## config.mk

```make
export PLATFORM = sky130hd
export DESIGN_NAME = crc_stream_engine
export DESIGN_NICKNAME = d
export VERILOG_FILES = /design/src/rtl/crc_stream_pkg.sv /design/src/rtl/crc_step.sv /design/src/rtl/crc_stream_engine.sv
export SDC_FILE = /design/constraint.sdc
export NUM_CORES = 1
export LEC_CHECK = 0
export ABC_AREA = 0
export CORE_MARGIN = 3
export CORE_UTILIZATION = 45
export CTS_CLUSTER_DIAMETER = 30
export DETAILED_ROUTE_END_ITERATION = 8
export PLACE_DENSITY = 0.69
export SYNTH_ARGS = -nofsm -noshare
export SYNTH_HDL_FRONTEND = slang
export SYNTH_SLANG_ARGS = --single-unit
```

## constraint.sdc

```tcl
create_clock -name clk -period 4.6 [get_ports clk]
set_clock_uncertainty 0.1 [all_clocks]
set_input_delay 0.69 -clock clk [delete_from_list [all_inputs] [get_ports clk]]
set_output_delay 0.69 -clock clk [all_outputs]
set_load 0.01 [all_outputs]
```

## src/rtl/crc_stream_pkg.sv

```systemverilog
// crc_stream_pkg: shared types and constants for the streaming CRC engine.
//   state_e        - frame FSM states
//   CRC16_*        - polynomial / init / xor-out / residue presets
//   be_popcount()  - number of enabled bytes in a byte-enable vector
package crc_stream_pkg;

    typedef enum logic [1:0] {
        IDLE   = 2'd0,
        ACTIVE = 2'd1,
        DONE   = 2'd2
    } state_e;

    // CRC-16/XMODEM
    localparam logic [15:0] CRC16_XMODEM_POLY      = 16'h1021;
    localparam logic [15:0] CRC16_XMODEM_INIT      = 16'h0000;
    localparam logic [15:0] CRC16_XMODEM_XOR_OUT   = 16'h0000;
    localparam logic [15:0] CRC16_XMODEM_CHECK_RES = 16'h0000;

    // CRC-16/CCITT-FALSE
    localparam logic [15:0] CRC16_CCITT_FALSE_POLY      = 16'h1021;
    localparam logic [15:0] CRC16_CCITT_FALSE_INIT      = 16'hFFFF;
    localparam logic [15:0] CRC16_CCITT_FALSE_XOR_OUT   = 16'h0000;
    localparam logic [15:0] CRC16_CCITT_FALSE_CHECK_RES = 16'h0000;

    // Count of set bits in a byte-enable vector (up to 8 lanes).
    function automatic logic [3:0] be_popcount(input logic [7:0] be);
        logic [3:0] n;
        n = 4'd0;
        for (int i = 0; i < 8; i++) begin
            n = n + 4'(be[i]);
        end
        return n;
    endfunction

endpackage

```

## src/rtl/crc_step.sv

```systemverilog
// crc_step: combinational multi-byte CRC update, MSB byte first.
//   i_crc    - current CRC register
//   i_data   - beat data, MSB byte processed first
//   i_nbytes - number of leading (MSB-side) bytes to fold in
//   o_crc    - CRC after folding i_nbytes bytes
module crc_step #(
    parameter int unsigned         CRC_W  = 16,
    parameter int unsigned         DATA_W = 16,
    parameter logic [CRC_W-1:0]    POLY   = CRC_W'(16'h1021),
    localparam int unsigned        NB     = DATA_W / 8,
    localparam int unsigned        NBW    = $clog2(NB + 1)
) (
    input  logic [CRC_W-1:0]  i_crc,
    input  logic [DATA_W-1:0] i_data,
    input  logic [NBW-1:0]    i_nbytes,
    output logic [CRC_W-1:0]  o_crc
);

    logic [CRC_W-1:0] w_acc;
    logic [CRC_W-1:0] w_tmp;
    logic [7:0]       w_byte;
    logic             w_fb;

    // Per byte: bit-serial update, then keep it only if the byte is enabled.
    always_comb begin
        w_acc  = i_crc;
        w_tmp  = '0;
        w_byte = '0;
        w_fb   = 1'b0;
        for (int b = 0; b < int'(NB); b++) begin
            w_byte = i_data[DATA_W-1-8*b -: 8];
            w_tmp  = w_acc;
            for (int k = 7; k >= 0; k--) begin
                w_fb  = w_tmp[CRC_W-1] ^ w_byte[k];
                w_tmp = {w_tmp[CRC_W-2:0], 1'b0} ^ (w_fb ? POLY : '0);
            end
            if (NBW'(b) < i_nbytes) begin
                w_acc = w_tmp;
            end
        end
        o_crc = w_acc;
    end

endmodule

```

## src/rtl/crc_stream_engine.sv

```systemverilog
// crc_stream_engine: framed streaming CRC generator / checker.
//   clk, rst                 - clock, synchronous active-high reset
//   in_valid/in_ready        - input beat handshake
//   in_data, in_sof, in_eof  - beat payload and framing (MSB byte first)
//   in_be                    - MSB-aligned byte enables, honoured on eof beats
//   out_valid/out_ready      - result handshake, result held until taken
//   out_crc                  - final CRC after XOR_OUT
//   out_ok                   - raw register matched CHECK_RES
//   out_abort                - one-cycle pulse when sof restarted an open frame
module crc_stream_engine
    import crc_stream_pkg::*;
#(
    parameter int unsigned      DATA_W    = 16,
    parameter int unsigned      CRC_W     = 16,
    parameter logic [CRC_W-1:0] POLY      = CRC_W'(CRC16_XMODEM_POLY),
    parameter logic [CRC_W-1:0] INIT      = CRC_W'(CRC16_XMODEM_INIT),
    parameter logic [CRC_W-1:0] XOR_OUT   = CRC_W'(CRC16_XMODEM_XOR_OUT),
    parameter logic [CRC_W-1:0] CHECK_RES = CRC_W'(CRC16_XMODEM_CHECK_RES)
) (
    input  logic                clk,
    input  logic                rst,
    input  logic                in_valid,
    output logic                in_ready,
    input  logic [DATA_W-1:0]   in_data,
    input  logic                in_sof,
    input  logic                in_eof,
    input  logic [DATA_W/8-1:0] in_be,
    output logic                out_valid,
    input  logic                out_ready,
    output logic [CRC_W-1:0]    out_crc,
    output logic                out_ok,
    output logic                out_abort
);

    localparam int unsigned NB  = DATA_W / 8;
    localparam int unsigned NBW = $clog2(NB + 1);

    state_e           r_state;
    logic             r_live;
    logic [CRC_W-1:0] r_crc;
    logic             r_out_valid;
    logic [CRC_W-1:0] r_out_crc;
    logic             r_out_ok;
    logic             r_out_abort;

    logic             w_accept;
    logic             w_take;
    logic [7:0]       w_be8;
    logic [NBW-1:0]   w_nbytes;
    logic [CRC_W-1:0] w_seed;
    logic [CRC_W-1:0] w_next;

    // In DONE a new beat may only enter together with the result handshake.
    assign in_ready = r_live && ((r_state != DONE) || out_ready);
    assign w_accept = in_valid && in_ready;
    // Beats outside a frame are handshaken but never folded into the CRC.
    assign w_take   = w_accept && (in_sof || (r_state == ACTIVE));
    assign w_be8    = 8'(in_be);
    assign w_nbytes = in_eof ? NBW'(be_popcount(w_be8)) : NBW'(NB);
    assign w_seed   = in_sof ? INIT : r_crc;

    crc_step #(
        .CRC_W  (CRC_W),
        .DATA_W (DATA_W),
        .POLY   (POLY)
    ) u_step (
        .i_crc    (w_seed),
        .i_data   (in_data),
        .i_nbytes (w_nbytes),
        .o_crc    (w_next)
    );

    // Frame FSM with registered result outputs.
    always_ff @(posedge clk) begin
        if (rst) begin
            r_state     <= IDLE;
            r_live      <= 1'b0;
            r_crc       <= INIT;
            r_out_valid <= 1'b0;
            r_out_crc   <= '0;
            r_out_ok    <= 1'b0;
            r_out_abort <= 1'b0;
        end else begin
            r_live      <= 1'b1;
            r_out_abort <= w_accept && in_sof && (r_state == ACTIVE);

            case (r_state)
                DONE: begin
                    if (out_ready) begin
                        r_state     <= IDLE;
                        r_out_valid <= 1'b0;
                    end
                end
                default: ;
            endcase

            // A taken beat overrides the DONE release above.
            if (w_take) begin
                r_crc <= w_next;
                if (in_eof) begin
                    r_state     <= DONE;
                    r_out_valid <= 1'b1;
                    r_out_crc   <= w_next ^ XOR_OUT;
                    r_out_ok    <= (w_next == CHECK_RES);
                end else begin
                    r_state     <= ACTIVE;
                end
            end
        end
    end

    assign out_valid = r_out_valid;
    assign out_crc   = r_out_crc;
    assign out_ok    = r_out_ok;
    assign out_abort = r_out_abort;

`ifndef SYNTHESIS
    // Enabled bytes on an eof beat must be a contiguous MSB-aligned run.
    always_ff @(posedge clk) begin
        if (!rst && w_accept && in_eof) begin
            assert (((~in_be) & ((~in_be) + NB'(1))) == '0);
        end
    end
`endif

endmodule

```

# Word level (Yosys, flattened, before mapping)
# Cells that the tools add are included.
[op_classes]
magnitude_cmp = 2
muxes = 29
n_eq_ne = 3
addsub = 1
reduce_logical = 12
bitwise = 32
[op_table]
columns = ["op", "n"]
rows = [
  ["16-bit XOR", 16],
  ["13-bit two-way mux", 16],
  ["16-bit two-way mux", 3],
  ["16-bit logical NOT", 1],
  ["1-bit XOR", 16],
  ["2-bit two-way mux", 5],
  ["1-bit logical AND", 5],
  ["1-bit two-way mux", 5],
  ["1-bit by 2-bit less-than comparator with 1-bit output (first input constant)", 2],
  ["2-bit AND reduction", 2],
  ["2-bit nonzero test", 2],
  ["1-bit by 1-bit adder with 2-bit output", 1],
  ["2-bit by 1-bit == test with 1-bit output (second input constant)", 1],
  ["2-bit == test (second input constant)", 1],
  ["1-bit logical OR", 2],
  ["2-bit != test (second input constant)", 1],
]
[word_totals]
word_cells = 86
reg_bits = 38
input_bits = 24
out_inout_bits = 20

# Depth between registers and ports, before layout
# Gate-level depths: netlist of run 1.
[depth]
ltp_word = 52
depth_mapped = 12
ltp_nobuf = 10

# By module
# Synthesis of run 1 repeated with hierarchy kept, for this count alone.
[hier_totals]
hier_cells = 267
hier_area_um2 = 2582.5
[modules_own_cells]
columns = ["module", "instances", "cells_each", "area_each_um2", "seq_area_each_um2"]
rows = [
  ["crc_stream_engine", 1, 157, 1559.0, 760.7],
  ["crc_step", 1, 110, 1023.5, 0.0],
]

# Worst setup path before layout of run 1
# No wires, ideal clock.
[synth_path]
path_kind = "in2reg"
startpoint = "in in_be[0]"
endpoint = "reg r_out_ok (netlist: out_ok)"
path_buffers = 2
arrival_ns = 3.317
setup_ns = 0.059
required_ns = 4.441
cell_stages = 12
path_slack_ns = 1.124
cell_sequence = "ha_1 or3b_1 clkbuf_1 buf_2 o211ai_1 o311ai_1 xnor2_1 mux2i_1 xnor2_1 nor4b_1 nor4b_1 a32o_2"
[synth_via]
elab_chain_len = 18
word_cells_on_any_way = 31
classes_between = "1 x add/sub; 2 x order compare; 11 x mux; 16 x bitwise; 1 x reduce/logical"
[synth_lines]
columns = ["element", "line", "text"]
rows = [
  ["start, declared", "crc_stream_engine.sv:27", "input logic [DATA_W/8-1:0] in_be,"],
  ["1-bit by 1-bit adder with 2-bit output *", "crc_stream_pkg.sv:30", "n = n + 4'(be[i]);"],
  ["2-bit two-way mux *", "crc_stream_engine.sv:59", "assign w_nbytes = in_eof ? NBW'(be_popcount(w_be8)) : NBW'(NB);"],
  ["1-bit by 2-bit less-than comparator with 1-bit output", "crc_step.sv:37", "if (NBW'(b) < i_nbytes) begin"],
  ["16-bit two-way mux", "crc_step.sv:37", ""],
  ["16-bit XOR or 1-bit XOR (tied branches)", "crc_step.sv:35, crc_step.sv:34", ""],
  ["16-bit XOR, or another cell as far along (2 in series)", "crc_step.sv:35", "w_tmp = {w_tmp[CRC_W-2:0], 1'b0} ^ (w_fb ? POLY : '0);"],
  ["1-bit XOR, or another cell as far along", "crc_step.sv:34", "w_fb = w_tmp[CRC_W-1] ^ w_byte[k];"],
  ["13-bit two-way mux or 16-bit XOR (tied branches)", "crc_step.sv:35", ""],
  ["16-bit XOR", "crc_step.sv:35", ""],
  ["16-bit XOR or 1-bit XOR (tied branches)", "crc_step.sv:35, crc_step.sv:34", ""],
  ["16-bit XOR, or another cell as far along (2 in series)", "crc_step.sv:35", ""],
  ["1-bit XOR, or another cell as far along", "crc_step.sv:34", ""],
  ["13-bit two-way mux or 16-bit XOR (tied branches)", "crc_step.sv:35", ""],
  ["16-bit XOR", "crc_step.sv:35", ""],
  ["16-bit two-way mux *", "crc_step.sv:37", ""],
  ["16-bit logical NOT *", "crc_stream_engine.sv:104", "r_out_ok <= (w_next == CHECK_RES);"],
  ["end signal, assigned", "crc_stream_engine.sv:104", ""],
  ["end, declared", "crc_stream_engine.sv:43", "logic r_out_ok;"],
]
# Mark *: on every way between the ends. The rest lies on a longest branch, timed or not.
# A chain may end at the register's enable or synchronous reset.

# Final worst setup path of run 1
# Same ends and word-level chain as after synthesis.

==> run_results.csv, run 1 <==
group,metric,value,unit
yosys,syn_inst,332,
timing,setup_viol,0,
timing,fmax,252,MHz
yosys,yosys.area_share.simple,21.9,%
clock_network,cts_hold_buf,0,
floorplanning,start_util,47.7,%
timing,period_needed,3970,ps
yosys,synth_top_area_cell,"dfxtp_1",
yosys,synth_warnings,0,
routing,viasPerCell,5.63,
critical_path,crit_path_top_delay_cell,"or3b_1",
yosys,syn-cell-area,2690,µm²
yosys,synth-xor-area-share,17.6,%
yosys,synth_fa_ha_area_share,0.465,%
critical_path,endpoint_kind,"flip-flop",
clock_network,clkLatencyLatePin,290,ps
timing,tightest_slew,860,ps
timing,setup_tns,0,ps
floorplanning,io_pins,44,
grt,grt_usage,20.4,%
yosys,synthMuxAreaShare,7.54,%
critical_path,r2r_slack,1480,ps
place,dp_hpwl,5170,µm
yosys,synth_cell_types,53,
clock_network,h-tree-depth,2,
clock_network,clock_path_buffers,2,
routing,drt.antenna.violating_nets,0,
grt,grt_pass1_vias,2360,
floorplanning,coreArea,5640,µm²
critical_path,critPathArrivalTime,4110,ps
critical_path,reg2reg_to,"out_ok",
clock_network,cts-root-buf,"clkbuf_8",
place,place_congestion,0.874,
yosys,ys_async_sr_fraction,0,%
clock_network,post_cts_buffers,0,
yosys,syn_avg_cell_area,8.10,µm²
timing,period_share,86.4,%
critical_path,crit_path_max_incr_delay,670,ps
timing,hold_ws,353,ps
outcome,status,"finished, final reports clean",
worst_hold_path,holdCritStartpoint,"out_crc[11]",
power_and_ir_drop,irDropWorstVdd,0.223,mV
critical_path,cp_max_fo,17,
power_and_ir_drop,p_leak,1.18,nW
clock_network,clkSlewWorstSetupHoldPaths,70,ps
clock_network,cts_resized,0,
yosys,synth.top_cells.by_area,"dfxtp_1 28%, xnor2_1 9.1%, mux2i_1 6.7%",
yosys,synth_top_family_by_area,"simple AND/OR/NAND/NOR gates",
worst_hold_path,whs_path_depth,2,
routing,routed_wirelength,6750,µm
floorplanning,rows,27,
clock_network,cts_buffers,5,
worst_hold_path,min_to,"out_crc[11]",
grt,grt_max_degree,28,
yosys,synthFlopType,"dfxtp_1",
routing,post-route-drc-count,0,
yosys,synth_top_area_share,28.3,%
cells_and_area,fin_cells,446,
critical_path,r2r-start,"r_crc[12]",
critical_path,start_kind,"input port",
yosys,ys_ff_latch,38,
floorplanning,dieArea,6940,µm²
place,place_inst,438,
cells_and_area,drive_above_1_share,9.09,%
routing,vias,2509,
grt,antenna_found_initial,0,
yosys,synth_compound_area_share,20.0,%
floorplanning,chipWidth,83.3,µm
routing,routedWlPerCell,15.1,µm
power_and_ir_drop,p_per_area,333,nW/µm²
yosys,syn-num-nets,357,
yosys,synth_edf_count,0,
place,pre_cts_slack,402,ps
critical_path,crit_chain,"clkdlybuf4s50_1, ha_1, or3b_1, o21ai_0, nor3b_1, a211oi_2, xnor3_1, mux2_2, a2111oi_1, a32o_2",
run,drv_cap,0,
yosys,synth_seq_area_share,28.3,%
grt,gr-total-overflow,0,
critical_path,reg2reg_depth,9,
timing,relSlewSlack,42.6,%
clock_network,cts_tree,"yes",
clock_network,numClockSinks,38,
cells_and_area,synthToLayoutAreaGrowth,23.7,%
grt,grt_pass1_wl,11600,µm
timing,timing.final.ws_setup,626,ps
place,portBuffers,43,
yosys,synthTopCellsByCount,"38 x dfxtp_1, 38 x nand2_1, 38 x nor2_1",
cells_and_area,layout.nets,398,
critical_path,crit_type,"input port to flip-flop",
routing,drt_iter0_markers,196,
cells_and_area,antenna-diode-count,0,
critical_path,cp.required,4740,ps
timing,finalHoldViolations,0,
floorplanning,die_y,83.3,µm
routing,drt_first_pass_iters,5,
timing,rsz0062_at_grt,"false",
timing,drv_slew,0,
worst_hold_path,hold_path_class,"flip-flop to flip-flop",
[critical path: cells and delay by family]
kind,cells,cell delay (ps)
AO/OA/AOI/OAI,4,1180
XOR/XNOR,1,460
adder cells (fa/ha/maj),1,310
AND/OR/NAND/NOR,2,750
multiplexers,1,320
buffers and inverters,1,410
[metal layers]
layer	share of wire [%]	wire [µm]	track usage, %	vias to the layer above
met5	0	0	0	-
met1	44	3000	27.6	1172
met2	48	3250	32.8	78
met3	6.2	416	4.46	9
li1	-	-	-	1250
met4	1.3	87	5.35	0
[cell type report]
class,instances,area (µm²)
clock buffer,7,76.3
clock inverter,1,30.0
fill,546,2310
inverter,8,30.0
multi-input combinational,265,1820
sequential,38,761
tap,72,90.1
timing repair buffer,55,520
[kinds of logic after synthesis]
group | count (synthesis)
mux | 20
xor+xnor | 44
fa+ha+maj | 1
buf+inv | 29
simple gates | 121
flops | 38
compound gates | 79
[registers in the layout (all words and copies together) (netlist names)]
signal / cells
out_crc: 16
out_ok: 1
out_abort: 1
r_state: 2
r_crc: 16
out_valid: 1
r_live: 1
[cells in the final DEF, fill, tap and decap left out, types with 3 or more instances in the layout]
cell type,n
a211oi_1,6
a21oi_1,32
a32oi_1,3
and2_1,6
buf_4,12
clkbuf_8,5
clkdlybuf4s50_1,43
dfxtp_1,38
inv_1,8
mux2i_1,18
nand2_1,38
nand3_1,7
nor2_1,38
nor2b_1,4
nor3_1,5
nor3b_1,4
nor4b_1,4
o211ai_1,5
o21a_1,3
o21ai_0,9
o311ai_1,3
o31a_1,3
or4_1,3
xnor2_1,28
xnor3_1,3
xor2_1,10
[worst max path at each step]
stage	depth (start not counted)	slack, ps	end	start
after floorplan	12	1120	out_ok	in_be[0]
after global placement	10	510	out_ok	in_be[0]
after detailed placement	10	400	out_ok	in_be[0]
after CTS	10	650	out_ok	in_be[0]
after global routing	10	420	out_ok	in_be[0]
final	10	630	out_ok	in_be[0]
[where the power goes]
part | total [mW] | leakage, nW | switching (mW) | internal (mW)
clock | 0.277 | 0.0524 | 0.115 | 0.162
combinational | 0.467 | 0.814 | 0.249 | 0.218
sequential | 0.365 | 0.309 | 0.0174 | 0.347
[metrics by stage]
stage                     instance area, µm²  power (mW)  utilization, %
after floorplan                         2690       0.705               -
after global placement                  3220       0.833            57.1
after detailed placement                3220       0.835            57.1
after CTS                               3330        1.11            59.0
after global routing                    3330        1.18            59.0
final                                   3330        1.11            59.0
Power figures use the tool's default switching activity.
==> run 2, diff against run 1 <==
- CORE_ASPECT_RATIO: unset -> 1.1
- CORE_MARGIN: 3 -> 1
==> run_results.csv, run 2 (synthesized netlist as in run 1, its figures left out) <==
group,metric,value,unit
cells_and_area,finalInstanceArea,3300,µm²
routing,post-route-drc-count,0,
cells_and_area,final_common_cell,"clkdlybuf4s50_1",
outcome,status,"finished, final reports clean",
cells_and_area,synthToLayoutAreaGrowth,22.8,%
cells_and_area,multiInputGateArea,1820,µm²
cells_and_area,fin_util,57.2,%
worst_hold_path,hold_path_class,"flip-flop to flip-flop",
place,portBuffers,43,
cells_and_area,fillers,523,
cells_and_area,fin_cells,448,
clock_network,cts_hold_buf,0,
place,place_congestion,0.946,
place,pre_cts_slack,451,ps
timing,finalHoldViolations,0,
place,dp_hpwl,5280,µm
clock_network,clkLatencyLatePin,290,ps
floorplanning,rows,29,
power_and_ir_drop,switchingPower,0.383,mW
power_and_ir_drop,power_frac_comb,44.6,%
run,drv_cap,0,
floorplanning,coreArea,5770,µm²
grt,antenna_found_initial,0,
clock_network,h-tree-depth,2,
floorplanning,die_y,83.1,µm
clock_network,cts_tree,"yes",
power_and_ir_drop,p_int,0.683,mW
power_and_ir_drop,p_leak,1.16,nW
cells_and_area,antenna-diode-count,0,
power_and_ir_drop,irDropWorstVdd,0.237,mV
clock_network,clock_path_buffers,2,
grt,grt_usage,23.7,%
routing,routed_wirelength,7060,µm
routing,drt_iter0_markers,239,
floorplanning,chipWidth,75.7,µm
place,postPlaceCellArea,3220,µm²
timing,period_needed,3870,ps
power_and_ir_drop,swShare,35.9,%
timing,period_share,84.1,%
cells_and_area,seq_area,761,µm²
clock_network,clkSlewWorstSetupHoldPaths,70,ps
critical_path,cp.required,4740,ps
floorplanning,io_pins,44,
critical_path,crit_type,"input port to flip-flop",
clock_network,post_cts_buffers,0,
grt,grt_max_degree,38,
grt,gr-total-overflow,0,
timing,relSlewSlack,47.9,%
power_and_ir_drop,p_seq_share,34.3,%
clock_network,cts-root-buf,"clkbuf_8",
clock_network,numClockSinks,38,
cells_and_area,drive_above_1_share,8.89,%
routing,drt_first_pass_iters,5,
timing,rsz0062_at_grt,"false",
place,place_inst,442,
grt,grt_pass1_wl,11200,µm
critical_path,cp_max_fo,17,
cells_and_area,layout.nets,397,
floorplanning,start_util,46.6,%
timing,timing.final.ws_setup,732,ps
floorplanning,dieArea,6290,µm²
routing,viasPerCell,5.74,
timing,tightest_slew,782,ps
clock_network,cts_buffers,5,
timing,setup_viol,0,
timing,drv_slew,0,
cells_and_area,final_cell_mix,"43 x clkdlybuf4s50_1, 38 x nor2_1, 38 x nand2_1, 38 x dfxtp_1, 32 x a21oi_1",
power_and_ir_drop,clkPwrFrac,21.1,%
routing,vias,2572,
critical_path,start_kind,"input port",
power_and_ir_drop,p_per_area,323,nW/µm²
timing,setup_tns,0,ps
routing,drt.antenna.violating_nets,0,
grt,grt_pass1_vias,2291,
clock_network,cts_resized,0,
timing,fmax,259,MHz
critical_path,critPathArrivalTime,4010,ps
critical_path,endpoint_kind,"flip-flop",
routing,routedWlPerCell,15.8,µm
-- run 2: worst max-delay path, stage by stage --
cell             delay [ps]
clkdlybuf4s50_1         410
ha_1                    300
or3b_1                  650
o21ai_0                 170
nor3b_1                  80
a211oi_2                370
xnor3_1                 480
mux2_2                  330
a2111oi_1               310
a32o_2                  210
-- run 2: power by group through the flow --
| stage | sequential, mW | clock, mW | combinational (mW) |
|---|---|---|---|
| 6_report | 0.365 | 0.225 | 0.475 |
| 5_1_grt | 0.367 | 0.241 | 0.516 |
| 4_1_cts | 0.365 | 0.233 | 0.471 |
| 3_5_place_dp | 0.372 | 0 | 0.468 |
| 3_3_place_gp | 0.372 | 0 | 0.463 |
| 2_1_floorplan | 0.371 | 0 | 0.335 |
-- run 2: worst paths after layout --
check / startpoint / endpoint / slack [ps] / cells past startpoint
setup / recovery: in_be[0] / out_ok / 730 / 10
hold reg to reg: out_crc[14] / out_crc[14] / 360 / 2
hold / removal: out_crc[14] / out_crc[14] / 360 / 2
setup reg to reg: r_crc[12] / out_ok / 1540 / 9
-- run 2: metal layers --
metal	global-route usage (%)	wire, µm	vias to the layer above
met2	34.6	3050	115
met4	7.74	165	0
met5	0	0	-
met1	34.5	3380	1190
li1	-	-	1247
met3	4.73	463	20
-- run 2: area by class of cell --
class | instances | area share [%]
sequential | 38 | 23.0
clock buffer | 6 | 2.50
tap | 77 | 2.92
inverter | 8 | 0.909
multi-input combinational | 265 | 55.1
timing repair buffer | 54 | 15.5
-- run 2: per-stage QoR --
step                      hold WS (ps)  total power, mW
after detailed placement           349            0.840
after global routing               384             1.12
after CTS                          360             1.07
after floorplan                    341            0.705
final                              358             1.07
after global placement             348            0.835
